===== src/rtl/sound_level_meter.sv =====
// Sound level meter: counts comparator ones over a window of sample strobes and
// turns the count into a 0..8 level, a held/decaying peak and an LED bar graph.
module sound_level_meter #(
   parameter int WINDOW   = 64,
   parameter int HOLD_WIN = 4
) (
   input  logic       clk,
   input  logic       rst,
   input  logic       sample_en,
   input  logic       aout_raw,
   input  logic       dout_raw,
   output logic [3:0] level,
   output logic       level_valid,
   output logic [3:0] peak,
   output logic [7:0] led,
   output logic       clip,
   output logic       dout_sync
);

   localparam int CW = $clog2(WINDOW) + 1;

   typedef enum logic {ACCUM, UPDATE} state_t;

   state_t         state, state_next;
   logic           a_meta, aout_s, d_meta;
   logic [CW-1:0]  win_cnt, ones_cnt, total;
   logic [3:0]     hold_cnt;
   logic           window_full, count_en, do_update, wrap;
   logic [3:0]     new_level, new_peak, new_hold;
   logic [7:0]     led_next;

   // Two-flop synchronizers for the sensor outputs, which are asynchronous to clk.
   // NOTE: sequential state uses non-blocking assignments so every flop samples pre-edge values.
   always_ff @(posedge clk or posedge rst) begin
      if (rst) begin
         a_meta    <= 1'b0;
         aout_s    <= 1'b0;
         d_meta    <= 1'b0;
         dout_sync <= 1'b0;
      end else begin
         a_meta    <= aout_raw;
         aout_s    <= a_meta;
         d_meta    <= dout_raw;
         dout_sync <= d_meta;
      end
   end

   assign window_full = (win_cnt == CW'(WINDOW));

   always_ff @(posedge clk or posedge rst) begin
      if (rst) state <= ACCUM;
      else     state <= state_next;
   end

   always_comb begin
      state_next = state;
      case (state)
         ACCUM:   if (window_full) state_next = UPDATE;
         UPDATE:  state_next = ACCUM;
         default: state_next = ACCUM;
      endcase
   end

   // A strobe in the UPDATE cycle is sample 1 of the next window; the wrap cycle takes none.
   always_comb begin
      wrap      = (state == ACCUM) && window_full;
      do_update = (state == UPDATE);
      count_en  = sample_en && !wrap;
   end

   always_ff @(posedge clk or posedge rst) begin
      if (rst) begin
         win_cnt  <= '0;
         ones_cnt <= '0;
         total    <= '0;
      end else if (wrap) begin
         total    <= ones_cnt;
         win_cnt  <= '0;
         ones_cnt <= '0;
      end else if (count_en) begin
         win_cnt  <= win_cnt + CW'(1);
         ones_cnt <= ones_cnt + CW'(aout_s);
      end
   end

   // NOTE: every combinational output gets a default first so no path infers a latch.
   always_comb begin
      new_level = 4'((32'(total) * 8) / WINDOW);
      new_peak  = peak;
      new_hold  = hold_cnt;
      if (new_level >= peak) begin
         new_peak = new_level;
         new_hold = 4'(HOLD_WIN);
      end else if (hold_cnt != 4'd0) begin
         new_hold = hold_cnt - 4'd1;
      end else if (peak != 4'd0) begin
         new_peak = peak - 4'd1;
      end
      led_next = '0;
      for (int i = 0; i < 8; i++) led_next[i] = (4'(i) < new_level);
      if (new_peak != 4'd0) led_next[3'(new_peak - 4'd1)] = 1'b1;
   end

   always_ff @(posedge clk or posedge rst) begin
      if (rst) begin
         level       <= '0;
         peak        <= '0;
         hold_cnt    <= '0;
         led         <= '0;
         clip        <= 1'b0;
         level_valid <= 1'b0;
      end else begin
         level_valid <= do_update;
         if (do_update) begin
            level    <= new_level;
            peak     <= new_peak;
            hold_cnt <= new_hold;
            led      <= led_next;
            clip     <= (total == CW'(WINDOW));
         end
      end
   end

endmodule

===== config.mk =====
export PLATFORM = sky130hd
export DESIGN_NAME = sound_level_meter
export DESIGN_NICKNAME = d
export VERILOG_FILES = /design/src/rtl/sound_level_meter.sv
export SDC_FILE = /design/constraint.sdc
export NUM_CORES = 1
export LEC_CHECK = 0
export CAP_MARGIN = 30
export CELL_PAD_IN_SITES_DETAIL_PLACEMENT = 1
export CELL_PAD_IN_SITES_GLOBAL_PLACEMENT = 2
export CORE_UTILIZATION = 40
export DETAILED_ROUTE_END_ITERATION = 7
export PLACE_DENSITY = 0.89
export SLEW_MARGIN = 0
export SYNTH_ARGS = -nofsm -noshare
export SYNTH_HDL_FRONTEND = slang
export SYNTH_SLANG_ARGS = --single-unit

===== constraint.sdc =====
create_clock -name clk -period 6.56 [get_ports clk]
set_input_delay 0.984 -clock clk [delete_from_list [all_inputs] [get_ports clk]]
set_output_delay 0.984 -clock clk [all_outputs]
set_load 0.005 [all_outputs]

== Word-level counts from Yosys, hierarchy flattened ==
Index checks and enable logic that the tools add are counted.

* Flip-flop bits (word level): 48
* Input port bits: 5
* Output and inout bits: 19

* $add $sub $neg: 5
* Magnitude comparators: 11
* Eq/ne operators: 2
* Muxes and demuxes: 14
* Bitwise gates (word level): 2
* Reductions and logical operators: 10

{| class="wikitable"
|+ Operators by type and width
! operator !! count
|-
| 7-bit 2-to-1 mux || 4
|-
| 4-bit 2-to-1 mux || 5
|-
| 3-bit by 4-bit < comparator with 1-bit output, first input constant || 4
|-
| 7-bit == test, second input constant || 2
|-
| 4-bit nonzero test || 3
|-
| 1-bit by 4-bit < comparator with 1-bit output, first input constant || 2
|-
| 2-bit by 4-bit < comparator with 1-bit output, first input constant || 2
|-
| 8-bit 2-to-1 mux || 1
|-
| 8-bit bitwise OR || 1
|-
| 4-bit by 1-bit subtractor with 4-bit output, second input constant || 2
|-
| 7-bit by 1-bit adder with 7-bit output || 1
|-
| 7-bit by 1-bit adder with 7-bit output, second input constant || 1
|-
| 4-bit >= comparator || 1
|-
| 3-bit by 4-bit < comparator with 1-bit output, second input constant || 1
|-
| 2-bit nonzero test || 2
|-
| 1-bit demux with 3-bit select || 1
|-
| 3-bit by 1-bit >= comparator with 1-bit output, second input constant || 1
|-
| 1-bit logical AND || 3
|-
| 3-bit by 1-bit subtractor with 3-bit output, second input constant || 1
|-
| 1-bit 2-to-1 mux || 2
|-
| 1-bit one-hot mux with 2 select lines || 1
|-
| 2-bit AND reduction || 1
|-
| 1-bit zero test || 1
|-
| 1-bit NOT || 1
|}

== Logic depth before layout (Yosys ltp) ==
* Depth after elaboration: 11
* Gate-level depth with buffers: 13
* Mapped depth without buffers: 13

== Worst setup path after synthesis ==
Ideal clock, no wire load.

* Path type: register to register
* From: register peak[3]
* To: register led[7]
* Data arrival time: 2.459 ns
* Data required time: 6.495 ns
* Slack: 4.036 ns
* Stages on the path, launching flop included: 13
* Period minus slack after synthesis: 2.524 ns
* Path through: dfrtp_1 inv_1 ha_1 o211ai_1 o21ai_1 buf_2 nor2_1 a21oi_1 ha_1 o31ai_1 o22ai_1 nor3b_1 o22a_1

* Cells in the longest elaborated chain, start to end: 11

{| class="wikitable"
|+ Ends and longest elaborated chain
! element !! RTL line !! source
|-
| start, declared || 14 || <nowiki>output logic [3:0] peak,</nowiki>
|-
| start signal, assigned || 116 || <nowiki>peak <= new_peak;</nowiki>
|-
| 4-bit nonzero test || 96 || <nowiki>end else if (peak != 4'd0) begin</nowiki>
|-
| 4-bit 2-to-1 mux || 96 ||
|-
| 4-bit 2-to-1 mux || 94 || <nowiki>end else if (hold_cnt != 4'd0) begin</nowiki>
|-
| 4-bit 2-to-1 mux * || 91 || <nowiki>if (new_level >= peak) begin</nowiki>
|-
| 3-bit by 1-bit subtractor with 3-bit output || 101 || <nowiki>if (new_peak != 4'd0) led_next[3'(new_peak - 4'd1)] = 1'b1;</nowiki>
|-
| 3-bit by 4-bit < comparator with 1-bit output (implied by the code) or 3-bit by 1-bit >= comparator with 1-bit output (tied branches) || 101 ||
|-
| 1-bit logical AND (implied by the code) || 101 ||
|-
| 1-bit 2-to-1 mux (implied by the code) || 101 ||
|-
| 1-bit demux with 3-bit select || 101 ||
|-
| 8-bit bitwise OR (no line) || n/a ||
|-
| 8-bit 2-to-1 mux * || 101 ||
|-
| end signal, assigned || 118 || <nowiki>led <= led_next;</nowiki>
|-
| end, declared || 15 || <nowiki>output logic [7:0] led,</nowiki>
|}

Mark *: on every way between the ends. The rest lies on a longest branch, timed or not.
A chain may end at the register's enable or synchronous reset.

== Worst setup path in the final report ==
Ends and elaborated chain as after synthesis.

==> impl_metrics.ini <==
[outcome]
status = finished, final reports clean

[finish]
final_common_cell = dfrtp_1
fin_area_mm2 = 0.002799
nFillCells = 625
area_growth_pct = 18.17
drive_above_1_share = 0.1124
n_antenna_cell = 0
fin_util = 0.4991
nNetsFinal = 265
final_cell_mix = 48 x dfrtp_1, 23 x clkdlybuf4s50_1, 20 x nor2_1

[logic_synthesis]
yosysSeqAreaShare = 0.5071
synth.area.mux_share = 0.08135
synth_cells = 223
synth_nets = 240
synthTopCellsByArea = dfrtp_1 51%, ha_1 6.3%, mux2_2 4.8%
synth_xor_area_frac = 0.04068
yosys.area.top_type = dfrtp_1
syn_area_per_cell_um2 = 10.62
yosysTopAreaCellShare = 0.5071
yosysWarningCount = 0
ys_ff_latch = 48
synth_area_mm2 = 0.002369
synth-compound-area-share = 0.1152
synthAdderAreaFrac = 0.06339
synth_top_family_by_area = simple AND/OR/NAND/NOR gates
ys_types = 41
synth-simple-area-share = 0.1484

[sta]
drv_slew = 0
hold-worst-slack_ns = 0.3556
period_needed_ns = 2.944
max_freq_mhz = 339.7
finalCritPeriodShare = 0.4488
rsz0062_at_grt = false
tns_ns = 0
setup_violations = 0
tightest_slew_ns = 0.9202
relSlewSlack = 0.3865
skew_ns = 0.006773
hold_violations = 0

[clocking]
cts_hold_buf = 0
clock_sinks = 48
cts_tree = built
htree_levels = 2
cts-buffers-inserted = 5
cts_root_buf = clkbuf_8
worstSkewPairLatency_ns = 0.31
cts_setup_buffers = 0
clkSlewWorstSetupHoldPaths_ns = 0.10
clockBufferDepth = 2
cts_resized = 0

[die]
dieArea_mm2 = 0.006233
die_w_um = 78.95
start_util = 0.4224
placeableCoreArea_mm2 = 0.005608
rows = 27
die_h_um = 78.95
num_io_pins = 24

[critical_path]
startpoint_type = flip-flop
crit_fanout = 8
crit_arrival_ns = 3.20
cp-end-kind = flip-flop
path_class = flip-flop to flip-flop
cp_data_required_time_ns = 6.81

[drt]
first_pass_iters = 2
vias = 1694
vias_per_cell = 5.277
wl_per_cell_um = 15.00
ant_nets = 0
drt_wl_total_um = 4814
drc = 0
drt_iter0_markers = 48

[global_routing]
grt_max_degree = 30
grt_pass1_wl_um = 8528
grt_antenna_before_repair = 0
grt_use_total = 0.1748
overflow = 0
grt_pass1_vias = 1801

[place]
placed_area_mm2 = 0.002675
io_buffers = 23
place_congestion = 0.8193
dpl.hpwl_um = 3476

[power]
powerDensity_mw_per_mm2 = 278.1
leakage_nw = 1.221
finalPower_mw = 0.7784
peakVddDrop_mv = 0.1704

[min_path]
hold_class = flip-flop to flip-flop

[job]
drv_cap = 0
## registers in the layout, summed over array words and instances (netlist names)
name         count
a_meta           1
aout_s           1
clip             1
d_meta           1
do_update        1
dout_sync        1
hold_cnt         4
led              8
level            4
level_valid      1
ones_cnt         7
peak             4
total            7
win_cnt          7
## cell families after synthesis
family                   after synthesis
AND/OR/NAND/NOR                       68
flip-flops                            48
AO/OA/AOI/OAI                         42
buffers and inverters                 24
multiplexers                          18
adder cells (fa/ha/maj)               12
XOR/XNOR                              11
## metal layers
layer / share of wire / up-vias / track usage
met5: 0 / - / 0
met4: 0.0096 / 0 / 0.04909
met3: 0.023 / 7 / 0.03448
met2: 0.49 / 19 / 0.2939
met1: 0.48 / 840 / 0.2290
li1: - / 828 / -
## worst paths after layout
kind	from	to	slack, ns	cells after the start
setup / recovery	peak[3]	led[7]	3.62	12
hold / removal	d_meta	dout_sync	0.36	0
setup reg to reg	peak[3]	led[7]	3.62	12
hold reg to reg	d_meta	dout_sync	0.36	0
max in group asynchronous	rst	level[2]	5.08	3
min in group asynchronous	rst	d_meta	0.99	2
## area by class of cell
cell class / instances / area (um^2) / area share
clock buffer: 5 / 68.82 / 0.02459
clock inverter: 3 / 47.55 / 0.01699
inverter: 16 / 62.56 / 0.02235
multi-input combinational: 151 / 1064 / 0.3800
sequential: 48 / 1201 / 0.4291
tap: 72 / 90.09 / 0.03219
timing repair buffer: 26 / 265.3 / 0.09477
## power by group
group	switching (mW)	internal (mW)
Clock	0.107	0.115
Combinational	0.0774	0.0807
Sequential	0.0536	0.345
## critical path, cell delays in order, from the launching register on
cell,delay [ns]
dfrtp_1,0.42
inv_1,0.13
ha_1,0.32
o211ai_1,0.09
o21ai_1,0.41
buf_4,0.27
nor2_1,0.06
a21oi_1,0.14
ha_1,0.27
o31ai_1,0.10
o22ai_1,0.29
nor3b_1,0.24
o22a_1,0.14
## stage by stage
stage / cells / setup WS (ns)
6_report: 321 / 3.616
4_1_cts: 320 / 3.293
3_3_place_gp: 311 / 3.454
3_5_place_dp: 312 / 3.315
5_1_grt: 321 / 3.407
2_1_floorplan: 223 / 4.036
## cells in the mapped netlist
cell and number:
nand2_1 18, o31ai_1 3, a21oi_1 11, nor4_1 2, ha_1 12, mux2i_1 8
or2_2 1, nor2_1 20, nand4_1 5, dfrtp_1 48, xor2_1 6, or3b_4 1
a22oi_1 1, and4bb_1 1, clkbuf_1 3, a31oi_1 3, inv_4 1, nand3b_1 1
nor2b_1 2, o311ai_1 1, nor3b_1 3, xnor2_1 5, a311oi_1 1, buf_4 2
or4b_1 1, or3_1 5, o21a_1 2, o22a_1 1, o21ai_4 1, o211ai_1 1
nand2b_1 1, nand3_1 4, o22ai_1 2, nor4b_2 1, o21ai_0 13, buf_2 3
inv_1 15, o21ai_1 1, nor3_1 2, a31oi_4 1, mux2_2 10
No activity file was read; power rests on OpenSTA's default activity.
